===== config.mk =====
export PLATFORM = sky130hd
export DESIGN_NAME = psram_responder
export DESIGN_NICKNAME = d
export VERILOG_FILES = /design/src/rtl/psram_responder.sv
export SDC_FILE = /design/constraint.sdc
export NUM_CORES = 2
export LEC_CHECK = 0
export ABC_CLOCK_PERIOD_IN_PS = 3900
export CAP_MARGIN = 20
export CORE_MARGIN = 2
export CORE_UTILIZATION = 52
export CTS_CLUSTER_DIAMETER = 40
export CTS_CLUSTER_SIZE = 14
export DETAILED_ROUTE_END_ITERATION = 12
export DONT_BUFFER_PORTS = 1
export GPL_TIMING_DRIVEN = 1
export PLACE_DENSITY = 0.8
export SLEW_MARGIN = 20
export SYNTH_ARGS = -nofsm -noshare
export SYNTH_HDL_FRONTEND = slang
export SYNTH_SLANG_ARGS = --single-unit
export TNS_END_PERCENT = 5

===== constraint.sdc =====
create_clock -name clkSys -period 3.9 [get_ports clkSys]
set_clock_uncertainty 0.05 [all_clocks]
set_input_delay 0.39 -clock clkSys [delete_from_list [all_inputs] [get_ports clkSys]]
set_output_delay 0.39 -clock clkSys [all_outputs]
set_load 0.005 [all_outputs]

===== src/rtl/psram_responder.sv =====
// psram_responder: SPI-style PSRAM target model. Serial pins arrive asynchronously
// and are synchronized into the clkSys domain; a small FSM decodes write (02),
// read (03) and read-ID (9F) commands against a 2^ADDR_BITS byte storage array.
module psram_responder #(
    parameter int          ADDR_BITS = 8,
    parameter logic [7:0]  ID_BYTE0  = 8'h0D,
    parameter logic [7:0]  ID_BYTE1  = 8'h5D
) (
    input  logic       clkSys,
    input  logic       reset,
    input  logic       i_psram_cs,
    input  logic       i_psram_sclk,
    input  logic       i_psram_si,
    output logic       o_psram_so,
    output logic       o_psram_so_oe,
    output logic [7:0] o_lastCmd,
    output logic       o_active
);

    localparam int DEPTH = 1 << ADDR_BITS;

    localparam logic [2:0] IDLE   = 3'd0;
    localparam logic [2:0] CMD    = 3'd1;
    localparam logic [2:0] ADDR   = 3'd2;
    localparam logic [2:0] WDATA  = 3'd3;
    localparam logic [2:0] RDATA  = 3'd4;
    localparam logic [2:0] RDID   = 3'd5;
    localparam logic [2:0] IGNORE = 3'd6;

    localparam logic [7:0] CMD_WRITE = 8'h02;
    localparam logic [7:0] CMD_READ  = 8'h03;
    localparam logic [7:0] CMD_RDID  = 8'h9F;

    localparam logic [ADDR_BITS-1:0] PTR_ONE = {{(ADDR_BITS-1){1'b0}}, 1'b1};

    // Synchronizer and edge-detect flops
    logic csMeta, csSync, csPrev;
    logic sclkMeta, sclkSync, sclkPrev;
    logic siMeta, siSync;

    // Protocol state
    logic [2:0]           state;
    logic [2:0]           bitCnt;
    logic [1:0]           byteCnt;
    logic [7:0]           shiftIn;
    logic [7:0]           shiftOut;
    logic                 soReg;
    logic [ADDR_BITS-1:0] ptr;
    logic [7:0]           lastCmd;
    logic                 writePending;
    logic [7:0]           writeData;

    logic [7:0] mem [DEPTH];

    logic                 sclkRise;
    logic                 sclkFall;
    logic                 csFall;
    logic [7:0]           inByte;
    logic [ADDR_BITS:0]   ptrShiftWide;
    logic [7:0]           loadByte;

    assign sclkRise     = sclkSync & ~sclkPrev;
    assign sclkFall     = ~sclkSync & sclkPrev;
    assign csFall       = csPrev & ~csSync;
    assign inByte       = {shiftIn[6:0], siSync};
    assign ptrShiftWide = {ptr, siSync};

    // Pick the next byte for the output shifter: ID bytes in RDID, storage otherwise
    always_comb begin
        // NOTE: a default before any conditional assignment keeps this purely combinational (no latch).
        loadByte = mem[ptr];
        if (state == RDID) begin
            loadByte = byteCnt[0] ? ID_BYTE1 : ID_BYTE0;
        end
    end

    // Two-flop synchronizers plus one history flop for edge detection
    always_ff @(posedge clkSys) begin
        if (!reset) begin
            csMeta   <= 1'b1;
            csSync   <= 1'b1;
            csPrev   <= 1'b1;
            sclkMeta <= 1'b0;
            sclkSync <= 1'b0;
            sclkPrev <= 1'b0;
            siMeta   <= 1'b0;
            siSync   <= 1'b0;
        end else begin
            csMeta   <= i_psram_cs;
            csSync   <= csMeta;
            csPrev   <= csSync;
            sclkMeta <= i_psram_sclk;
            sclkSync <= sclkMeta;
            sclkPrev <= sclkSync;
            siMeta   <= i_psram_si;
            siSync   <= siMeta;
        end
    end

    // Transaction FSM; the CS abort is applied last so a coincident 8th sclk rise still completes its byte
    always_ff @(posedge clkSys) begin
        if (!reset) begin
            state        <= IDLE;
            bitCnt       <= 3'd0;
            byteCnt      <= 2'd0;
            shiftIn      <= 8'h00;
            shiftOut     <= 8'h00;
            soReg        <= 1'b0;
            ptr          <= '0;
            lastCmd      <= 8'h00;
            writePending <= 1'b0;
            writeData    <= 8'h00;
        end else begin
            if (writePending) begin
                writePending <= 1'b0;
                ptr          <= ptr + PTR_ONE;
            end

            case (state)
                IDLE: begin
                    if (csFall) begin
                        state   <= CMD;
                        bitCnt  <= 3'd0;
                        byteCnt <= 2'd0;
                    end
                end

                CMD: begin
                    if (sclkRise) begin
                        shiftIn <= inByte;
                        bitCnt  <= bitCnt + 3'd1;
                        if (bitCnt == 3'd7) begin
                            lastCmd <= inByte;
                            if (inByte == CMD_WRITE || inByte == CMD_READ || inByte == CMD_RDID) begin
                                state <= ADDR;
                            end else begin
                                state <= IGNORE;
                            end
                        end
                    end
                end

                ADDR: begin
                    if (sclkRise) begin
                        ptr    <= ptrShiftWide[ADDR_BITS-1:0];
                        bitCnt <= bitCnt + 3'd1;
                        if (bitCnt == 3'd7) begin
                            if (byteCnt == 2'd2) begin
                                byteCnt <= 2'd0;
                                case (lastCmd)
                                    CMD_WRITE: state <= WDATA;
                                    CMD_READ:  state <= RDATA;
                                    default:   state <= RDID;
                                endcase
                            end else begin
                                byteCnt <= byteCnt + 2'd1;
                            end
                        end
                    end
                end

                WDATA: begin
                    if (sclkRise) begin
                        shiftIn <= inByte;
                        bitCnt  <= bitCnt + 3'd1;
                        if (bitCnt == 3'd7) begin
                            writePending <= 1'b1;
                            writeData    <= inByte;
                        end
                    end
                end

                RDATA, RDID: begin
                    if (sclkFall) begin
                        bitCnt <= bitCnt + 3'd1;
                        if (bitCnt == 3'd0) begin
                            soReg    <= loadByte[7];
                            shiftOut <= {loadByte[6:0], 1'b0};
                        end else begin
                            soReg    <= shiftOut[7];
                            shiftOut <= {shiftOut[6:0], 1'b0};
                        end
                        if (bitCnt == 3'd7) begin
                            if (state == RDATA) begin
                                ptr <= ptr + PTR_ONE;
                            end else begin
                                byteCnt <= byteCnt + 2'd1;
                            end
                        end
                    end
                end

                IGNORE: begin
                    state <= IGNORE;
                end

                default: begin
                    state <= IDLE;
                end
            endcase

            if (csSync && state != IDLE) begin
                state   <= IDLE;
                bitCnt  <= 3'd0;
                byteCnt <= 2'd0;
                soReg   <= 1'b0;
            end
        end
    end

    // Storage write port, one cycle after a completed write byte
    always_ff @(posedge clkSys) begin
        // NOTE: storage has no reset branch on purpose; only the write strobe is gated by reset.
        if (reset && writePending) begin
            mem[ptr] <= writeData;
        end
    end

    assign o_psram_so_oe = (state == RDATA) || (state == RDID);
    assign o_psram_so    = o_psram_so_oe & soReg;
    assign o_lastCmd     = lastCmd;
    assign o_active      = (state != IDLE);

endmodule


==> flow_summary_export.csv <==
group,metric,value,unit
grt,antenna_found_initial,4,
critical_path,ff2ff_path_depth,10,
critical_path,crit_fanout,29,
critical_path,cp-end-kind,"flop",
finish,fin_cells,6501,
drt,post_drt_wl_per_cell,32.90,µm
yosys,synth_top_area_share,74.86,%
critical_path,cp_slowest_cell,"a2111oi_0",
grt,grtUsageMet3,6.823,%
drt,drt-vias-per-instance,6.617,
clock_tree,cts_made_buffers,215,
critical_path,cp-startpoint,"ptr[0]",
floorplan,rows,145,
drt,wl,213.9,mm
critical_path,required,4.59,ns
clock_tree,cts.sink_count,2104,
min_path,min_delay_path_depth,2,
min_path,holdPathEnd,"csMeta",
floorplan,core_area,156600,µm²
grt,grt_pass1_wl,308.5,mm
critical_path,crit_path_cell_trace,"buf_12 -> buf_12 -> mux4_2 -> mux2i_1 -> nor3_1 -> a2111oi_0 -> buf_4 -> and3_1 -> a31o_2 -> a31oi_1",
floorplan,dieArea,161200,µm²
drt,antenna_left,0,
sta,hold_ws,0.1429,ns
sta,drv_slew,0,
clock_tree,htreeDepth,4,
place,dp.cells,6119,
finish,final_nets,4297,
grt,grtUsageMet1,34.97,%
critical_path,worst_path_most_repeated_cell,"buf_12",
place,pre_cts_ws,0.1592,ns
grt,grt_max_degree,173,
sta,fmax,0.2614,GHz
finish,syn_to_final_growth,14.68,%
sta,rsz0062_at_grt,"false",
critical_path,start_kind,"flop",
place,gp_congestion,0.9879,
floorplan,initial_core_util,52.47,%
sta,fin_setup_tns,0,ns
yosys,yosys_warnings,0,
clock_tree,clock_latency,0.86,ns
floorplan,die_h,401.5,µm
finish,fin_util,60.17,%
critical_path,ff2ff_setup_slack,0.07,ns
clock_tree,cts_setup_buffers,0,
yosys,yosys.area.top_type,"edfxtp_1",
yosys,synthCells,3880,
pwr,leakage,29.73,nW
sta,setup_viol,0,
yosys,synthTopCellsByArea,"edfxtp_1, mux4_2, nor2_1",
clock_tree,cts_tree,"built",
yosys,ys.flop_type,"edfxtp_1",
critical_path,worstReg2RegStart,"ptr[0]",
yosys,ys_top_cells_by_count,"edfxtp_1, mux4_2, nor2_1, clkbuf_1, nand2_1",
sta,finalHoldViolations,0,
grt,grt_use_met2,42.16,%
drt,drc,0,
sta,fin_ws,0.07414,ns
critical_path,cp_data_arrival_time,4.52,ns
min_path,hold_path.startpoint,"i_psram_cs",
place,io_buffer_count,0,
drt,dr.first_iter.drc_count,6891,
pwr,powerDensity,481.7,nW/µm²
min_path,hp-class,"input port to flop",
drt,via_count,43020,
drt,first_pass_iters,7,
run,maxCapViolCount,0,
grt,grt-ovfl-total,0,
critical_path,worstSetupPathType,"flop to flop",
clock_tree,cts-root-buf,"clkbuf_16",
yosys,synth.cell_area,82150,µm²
yosys,async_reset_ff_share,0,%
yosys,seq_area_frac_synth,76.23,%
sta,fin_crit_sh,98.10,%
clock_tree,clk_pin_slew,0.07,ns
run_status,status,"finished clean",
finish,drive_above_1_share,30.41,%
clock_tree,clockBufferDepth,3,
yosys,synth.distinct_cells,58,
sta,worst_slew_pin_slew,1.210,ns
critical_path,r2r_end,"shiftOut[2]",
sta,period_minus_slack,3.826,ns
grt,grt_usage,26.61,%
critical_path,crit_path_max_incr_delay,0.89,ns
floorplan,ios,16,
yosys,synth_most_common_cell,"edfxtp_1",
finish,fillers,10130,
pwr,ir_drop,0.0004477,V
yosys,mappedNetlistNets,3895,
yosys,synth_seq_cells,2104,
place,place_hpwl,127.9,mm
floorplan,die_w,401.5,µm
yosys,syn_area_per_cell,21.17,µm²
yosys,synth_edf_count,2048,
sta,slew_headroom,19.31,%
grt,grt_pass1_vias,43500,
grt,grt-busiest-layer,"met2",
[through the flow]
stage | power, mW | area, µm²
after floorplan | 25.19 | 82160
after global placement | 25.31 | 87070
after detailed placement | 25.32 | 87070
after CTS | 45.50 | 94200
after global routing | 46.34 | 94210
final | 45.38 | 94210
[worst max-delay path by stage]
stage / slack (ns) / cells after the start / to
final: 0.07 / 10 / shiftOut[2]
after global routing: 0.01 / 10 / shiftOut[2]
after CTS: 0.14 / 10 / shiftOut[2]
after detailed placement: 0.16 / 10 / shiftOut[2]
after global placement: 0.12 / 10 / shiftOut[2]
after floorplan: 1.0 / 10 / mem[113][0]
[critical path: cells and delay by family (launching register included)]
| kind | cells | cell delay (ns) |
|---|---|---|
| multiplexers | 2 | 0.82 |
| flip-flops | 1 | 0.56 |
| AO/OA/AOI/OAI | 3 | 1.19 |
| buffers and inverters | 3 | 0.80 |
| AND/OR/NAND/NOR | 2 | 0.24 |
[per-layer routing]
| layer | wire length (µm) | up-vias |
|---|---|---|
| met5 | 58 | - |
| met4 | 11210 | 8 |
| met3 | 26560 | 641 |
| met2 | 102800 | 3294 |
| met1 | 73200 | 22190 |
| li1 | - | 16880 |
[cells by family after synthesis]
group / count (synthesis) / share of synthesized area, %
xor gates and xnor gates: 4 / 0.04265
AOI/OAI and AO/OA: 215 / 1.774
DFF: 2104 / 76.23
buffers and inverters: 247 / 1.546
muxes: 684 / 17.01
adders and majority gates: 10 / 0.1523
and+or+nand+nor: 616 / 3.250
[where the power goes]
group / switching, mW / internal [mW] / total, mW
Combinational: 0.319 / 0.127 / 0.446
Clock: 9.12 / 11.4 / 20.5
Sequential: 0.0392 / 24.4 / 24.5
Total: 9.48 / 35.9 / 45.4
[state kept, by name (all words and copies together), names as in the netlist, 2 cells and up]
signal	flops
mem	2048
ptr	8
writeData	8
state	3
bitCnt	3
shiftIn	7
byteCnt	2
o_lastCmd	8
shiftOut	7
[cell type report]
cell class | instances | area [µm²] | share of cell area [%]
clock buffers | 241 | 5529 | 5.869
multi-input cells | 1529 | 18280 | 19.40
flip-flops and latches | 2104 | 62670 | 66.52
diodes | 3 | 7.507 | 0.007968
clock inverters | 134 | 1562 | 1.657
well taps | 2058 | 2575 | 2.733
repair buffers | 418 | 3536 | 3.753
inverters | 14 | 60.06 | 0.06375
[what timing repair did]
| item | 4_1_cts | 5_1_grt |
|---|---|---|
| hold endpoints to repair | 43 | 0 |
| resized for setup | 0 | 0 |
| hold buffers | 4 | 0 |
[placed cells by master (no fill, tap or decap), drive strengths merged, types with 8 or more instances in the layout]
master,count
a211oi,12
a21oi,42
a221oi,12
a22oi,38
a31oi,10
and2,15
and3,8
buf,414
bufinv,14
clkbuf,241
clkinv,64
clkinvlp,18
dfxtp,56
edfxtp,2048
ha,10
inv,52
mux2,16
mux2i,100
mux4,568
nand2,110
nand2b,19
nand3,45
nor2,332
nor2b,24
nor3,33
o21ai,29
o22ai,22
Note: power is estimated with default switching activity, not from simulation.
